==> src/rtl/dram_rd_ctrl_pkg.sv <==
// Shared definitions for the cache-side DRAM read blocks: the read FSM
// state encoding and the default burst/timeout sizing.
package dram_rd_ctrl_pkg;

  typedef enum logic [1:0] {
    IDLE = 2'd0,
    READ = 2'd1,
    GAP  = 2'd2,
    DONE = 2'd3
  } rd_state_e;

  localparam int         DEFAULT_BLOCK_SIZE     = 16;
  localparam logic [7:0] DEFAULT_TIMEOUT_CYCLES = 8'd255;

endpackage

==> src/rtl/dram_rd_ctrl.sv <==
// DRAM burst read controller: turns a held cache read request into
// BLOCK_SIZE single-word memory reads at ascending addresses and returns
// each word with a one-cycle dram_val pulse.
// Optional feature: define DRAM_RD_TIMEOUT_EN to build a per-word wait
// counter that substitutes a zero word and raises the sticky rd_err flag
// when memory fails to ack within TIMEOUT_CYCLES cycles.
module dram_rd_ctrl
  import dram_rd_ctrl_pkg::*;
#(
  parameter int         BLOCK_SIZE     = DEFAULT_BLOCK_SIZE,
  parameter logic [7:0] TIMEOUT_CYCLES = DEFAULT_TIMEOUT_CYCLES
) (
  input  logic        clock,
  input  logic        rst,
  input  logic        dram_rd_req,
  input  logic [31:0] dram_rd_addr,
  output logic [31:0] dram_rd_data,
  output logic        dram_val,
  output logic        mem_rd_en,
  output logic [31:0] mem_addr,
  input  logic [31:0] mem_rdata,
  input  logic        mem_ack,
  output logic        rd_busy,
  output logic        rd_err
);

  localparam int                BEAT_W    = $clog2(BLOCK_SIZE);
  localparam logic [BEAT_W-1:0] LAST_BEAT = BEAT_W'(BLOCK_SIZE - 1);

  rd_state_e         state_q, state_d;
  logic [BEAT_W-1:0] beat_q;
  logic [31:0]       base_q;
  logic              abort_q;      // requester dropped req during this access
  logic              timeout_hit;  // current READ cycle is treated as an ack
  logic              word_done;    // access completes at the coming edge
  logic              deliver;      // completed word goes back to the cache
  logic [31:0]       word_data;

  assign word_done = (state_q == READ) && (mem_ack || timeout_hit);
  assign deliver   = word_done && dram_rd_req && !abort_q;
  assign word_data = mem_ack ? mem_rdata : 32'h0000_0000;

`ifdef DRAM_RD_TIMEOUT_EN
  logic [7:0] wait_cnt_q;
  logic       rd_err_q;

  // The cycle in which the wait counter shows TIMEOUT_CYCLES-1 is the
  // TIMEOUT_CYCLES-th cycle spent waiting, so that cycle closes the access.
  assign timeout_hit = (state_q == READ) && !mem_ack &&
                       (wait_cnt_q == TIMEOUT_CYCLES - 8'd1);

  // Per-word wait counter (zero outside READ) and sticky timeout flag.
  always_ff @(posedge clock) begin
    if (rst) begin
      wait_cnt_q <= 8'd0;
      rd_err_q   <= 1'b0;
    end else begin
      if (state_q == READ) wait_cnt_q <= wait_cnt_q + 8'd1;
      else                 wait_cnt_q <= 8'd0;
      if (timeout_hit)     rd_err_q   <= 1'b1;
    end
  end

  assign rd_err = rd_err_q;
`else
  assign timeout_hit = 1'b0;
  assign rd_err      = 1'b0;
`endif

  // State register, burst base/beat tracking and registered return data.
  // NOTE: sequential state uses non-blocking assignments so every register
  // samples pre-edge values regardless of statement order.
  always_ff @(posedge clock) begin
    if (rst) begin
      state_q      <= IDLE;
      beat_q       <= '0;
      base_q       <= 32'h0000_0000;
      abort_q      <= 1'b0;
      dram_rd_data <= 32'h0000_0000;
      dram_val     <= 1'b0;
    end else begin
      state_q  <= state_d;
      dram_val <= deliver;
      abort_q  <= (state_d == READ) && (abort_q || !dram_rd_req);
      if (state_q == IDLE && dram_rd_req) begin
        base_q <= dram_rd_addr;
        beat_q <= '0;
      end
      if (word_done) beat_q       <= beat_q + BEAT_W'(1);
      if (deliver)   dram_rd_data <= word_data;
    end
  end

  // Next-state logic and memory-side outputs.
  // NOTE: every output gets a default before the case so no path leaves a
  // value unassigned, which would otherwise infer a latch.
  always_comb begin
    state_d   = state_q;
    mem_rd_en = 1'b0;
    mem_addr  = 32'h0000_0000;
    rd_busy   = (state_q != IDLE);
    unique case (state_q)
      IDLE: begin
        if (dram_rd_req) state_d = READ;
      end
      READ: begin
        mem_rd_en = 1'b1;
        mem_addr  = base_q + 32'(beat_q);
        if (word_done) begin
          if (!dram_rd_req || abort_q) state_d = IDLE;
          else if (beat_q == LAST_BEAT) state_d = DONE;
          else                          state_d = GAP;
        end
      end
      GAP: begin
        state_d = dram_rd_req ? READ : IDLE;
      end
      DONE: begin
        if (!dram_rd_req) state_d = IDLE;
      end
      default: state_d = IDLE;
    endcase
  end

endmodule

==> config.mk <==
export PLATFORM = sky130hd
export DESIGN_NAME = dram_rd_ctrl
export DESIGN_NICKNAME = d
export VERILOG_FILES = /design/src/rtl/dram_rd_ctrl_pkg.sv /design/src/rtl/dram_rd_ctrl.sv
export SDC_FILE = /design/constraint.sdc
export NUM_CORES = 1
export LEC_CHECK = 0
export CAP_MARGIN = 25
export CORE_MARGIN = 2
export CORE_UTILIZATION = 50
export CTS_BUF_LIST = sky130_fd_sc_hd__clkbuf_4 sky130_fd_sc_hd__clkbuf_8 sky130_fd_sc_hd__clkbuf_16
export CTS_CLUSTER_DIAMETER = 80
export DETAILED_ROUTE_END_ITERATION = 7
export DONT_BUFFER_PORTS = 1
export PLACE_DENSITY = 0.65
export SLEW_MARGIN = 20
export SYNTH_ARGS = -nofsm -noshare
export SYNTH_HDL_FRONTEND = slang
export SYNTH_SLANG_ARGS = --single-unit
==> constraint.sdc <==
create_clock -name clock -period 2.5 [get_ports clock]
set_input_delay 0.125 -clock clock [delete_from_list [all_inputs] [get_ports clock]]
set_output_delay 0.125 -clock clock [all_outputs]
set_load 0.02 [all_outputs]
==> impl_metrics.toml <==
[final_layout]
diodes = 0
areaGrowthSynthToFinish_pct = 38.55
final_cells = 632
drive_gt1_share_pct = 16.67
fillers = 533
final_nets = 622
final_core_util_pct = 70.54

[power_and_ir_drop]
powerDensity_mw_per_mm2 = 525.1
ir_drop_uv = 417.1
leakagePower_nw = 1.675
total_power_mw = 2.489

[synth]
yosysSeqAreaShare_pct = 42.14
synth_area_per_cell_sq_um = 7.325
netlist_area_sq_mm = 0.003421
yosysWarnings = 0
ys.flop_type = "dfxtp_1"
netlist_top_cells_area = "dfxtp_1 42%, nand2_1 16%, a21oi_1 12%, nor2_1 3.7%, xor2_1 2.6%"
synth_cell_type_count = 48
yosys.area.top_type = "dfxtp_1"
syn-num-nets = 541
ys_ff_latch = 72
synth_edf_count = 0
netlist.area_leader.share_pct = 42.14
syn_inst = 467
synth-async-reset-ratio_pct = 0

[timing]
finalMaxSlewViolations = 0
setup_viol = 4
slew_headroom_pct = 63.95
min_period_ps = 2544
tightest_slew_ps = 542.4
fin_hold_ws_ps = 103.5
worst_slack_ps = -44.48
finalCritPeriodShare_pct = 101.8
fin_worst_skew_ps = 9.985
hold_viol = 0
max_freq_mhz = 393.0
rsz0062_at_grt = "yes"

[setup_path]
path_cells = "ha_4 > inv_2 > fa_2 > nand2b_4 > o2bb2ai_4 > or3_4 > or4_4 > nand2_4"
worst-setup-path-type = "reg2out"
cp_top_family = "simple AND/OR/NAND/NOR gates"
r2r-end = "dram_rd_data[3]"
cp_data_required_time_ps = 2380
r2r_slack_ps = 440
crit_fanout = 4
crit_path_start_kind = "flop"
worstRegToRegCells = 7
cp.arrival_ps = 2420
path_buf_inv = 1
r2r_start = "state_q[1]"
critPathMaxStageDelay_ps = 440
cp-end-kind = "output port"
cp.depth = 8
critPathSlowestCell = "or4_4"

[run]
cap_viol_max_count = 0

[clock_network]
htreeDepth = 3
cts_tree = "done"
clockBufferDepth = 2
clkTransAtPathRegs_ps = 70
cts_inserted_buffers = 9
cts_root_buf = "clkbuf_8"
clkSinkCount = 72
insertion_delay_ps = 350

[placed_design]
dp_cells = 541
dpl_worst_slack_ps = 49.25
io_buffers = 0
dpl.hpwl_um = 5823
routabilityCongestion = 0.8097

[floorplanning]
die_y_um = 86.72
core_area_sq_mm = 0.006719
rows = 30
initial_utilization_pct = 50.91
die_area_sq_mm = 0.007519
die_x_um = 86.72
io_pins = 136

[min_path]
whs_endpoint = "beat_q[0]"
holdCritStartpoint = "mem_ack"
hold_path_class = "in2reg"
whs_path_depth = 4

[route]
vias_per_cell = 5.536
finalWirelength_um = 9648
dr.pass1.iters = 5
post_drt_wl_per_cell_um = 15.27
postRouteAntennaNets = 0
drt_iter0_drc = 167
drt_drc_violations_left = 0
num_vias = 3499

[status]
violations = "setup timing"
run_status = "finished, violations left"

[global_route]
first_global_vias = 3257
grt_pass1_wl_um = 14860
grt_max_degree = 72
grt_usage_pct = 24.82
grt-ovfl-total = 0
antenna_found_initial = 0
[cells in the mapped netlist (2+ instances only)]
library cell,instances
a21oi_1,79
and2_1,3
and3_1,5
and4_1,2
buf_1,2
clkbuf_1,23
dfxtp_1,72
ha_1,5
inv_1,9
nand2_1,143
nand2b_1,3
nand3_1,13
nand3b_1,3
nand4_1,8
nor2_1,34
nor3_1,3
nor3b_1,2
o211ai_1,2
o21ai_0,6
o31ai_1,2
or3_1,2
or4_1,4
xnor2_1,8
xor2_1,10
[sequential cells by signal, summed over array words and instances (netlist names)]
signal	cells
beat_q	4
dram_val	1
dram_rd_data	32
abort_q	1
state_q	2
base_q	32
[power breakdown]
group          internal, mW  leakage (nW)  switching, mW  total, mW
Clock                 0.460        0.0879          0.446      0.906
Sequential             1.19         0.591         0.0665       1.26
Combinational         0.149         0.997          0.175      0.324
[tightest hold or removal path, cell delays in order]
cell and delay, ps:
nand2_1 70, nor2_1 90, a21oi_1 40, nor2_1 70
[worst max-delay path by stage]
stage                         start           end  slack (ps)
after floorplan           beat_q[0]  mem_addr[20]           7
after global placement    beat_q[0]  mem_addr[20]          80
after detailed placement  beat_q[0]  mem_addr[20]          50
after CTS                 base_q[0]  mem_addr[20]         -60
after global routing      beat_q[0]  mem_addr[28]        -130
final                     beat_q[0]  mem_addr[18]         -40
[metal layers]
metal | global-route usage, % | routed length [um]
met1 | 28.54 | 3867
met4 | 6.392 | 92
met3 | 8.286 | 712
met5 | 0 | 0
met2 | 44.13 | 4976
[stage by stage]
step / instance area [sq um] / setup TNS (ps)
after floorplan: 3430 / 0
after global placement: 3583 / 0
after detailed placement: 3583 / 0
after CTS: 4586 / -173.1
after global routing: 4740 / -769.5
final: 4740 / -115.3
[cell families after synthesis]
logic type	count (synthesis)	synth area share, %
buffers and inverters	36	4.060
adders and majority gates	6	2.414
other	1	0.1096
xor gates and xnor gates	18	4.609
AOI/OAI and AO/OA	100	15.76
DFF	72	42.14
and+or+nand+nor	233	30.58
muxes	1	0.3292
[timing repair]
item | in CTS | in global routing
pin swaps | 12 | 16
hold endpoints to repair | 72 | 0
hold buffers | 67 | 0
buffers inserted | 4 | 5
endpoints found under the setup margin | 14 | 16
gates resized for setup | 21 | 32
[layout make-up]
class | count | area (sq um) | share of cell area (%)
clock inverter | 6 | 70.07 | 1.478
timing repair buffer | 96 | 932.1 | 19.67
clock buffer | 9 | 123.9 | 2.614
inverter | 10 | 37.54 | 0.7920
multi-input combinational | 359 | 2019 | 42.61
tap | 80 | 100.1 | 2.112
sequential | 72 | 1456 | 30.73
[layout by cell type, fill, tap and decap left out, drive strengths merged, types with 3 or more instances in the layout]
cell	instances
nand4	9
inv	11
nand2b	3
clkbuf	9
dfxtp	72
nand3b	3
nand2	143
and3	5
buf	30
and2	4
o21ai	7
nor3	3
nand3	13
or4	4
or3	3
a21oi	79
xnor2	8
clkinvlp	3
xor2	10
nor2	34
ha	5
dlygate4sd3	66
Note: power is estimated with default switching activity, not from simulation.
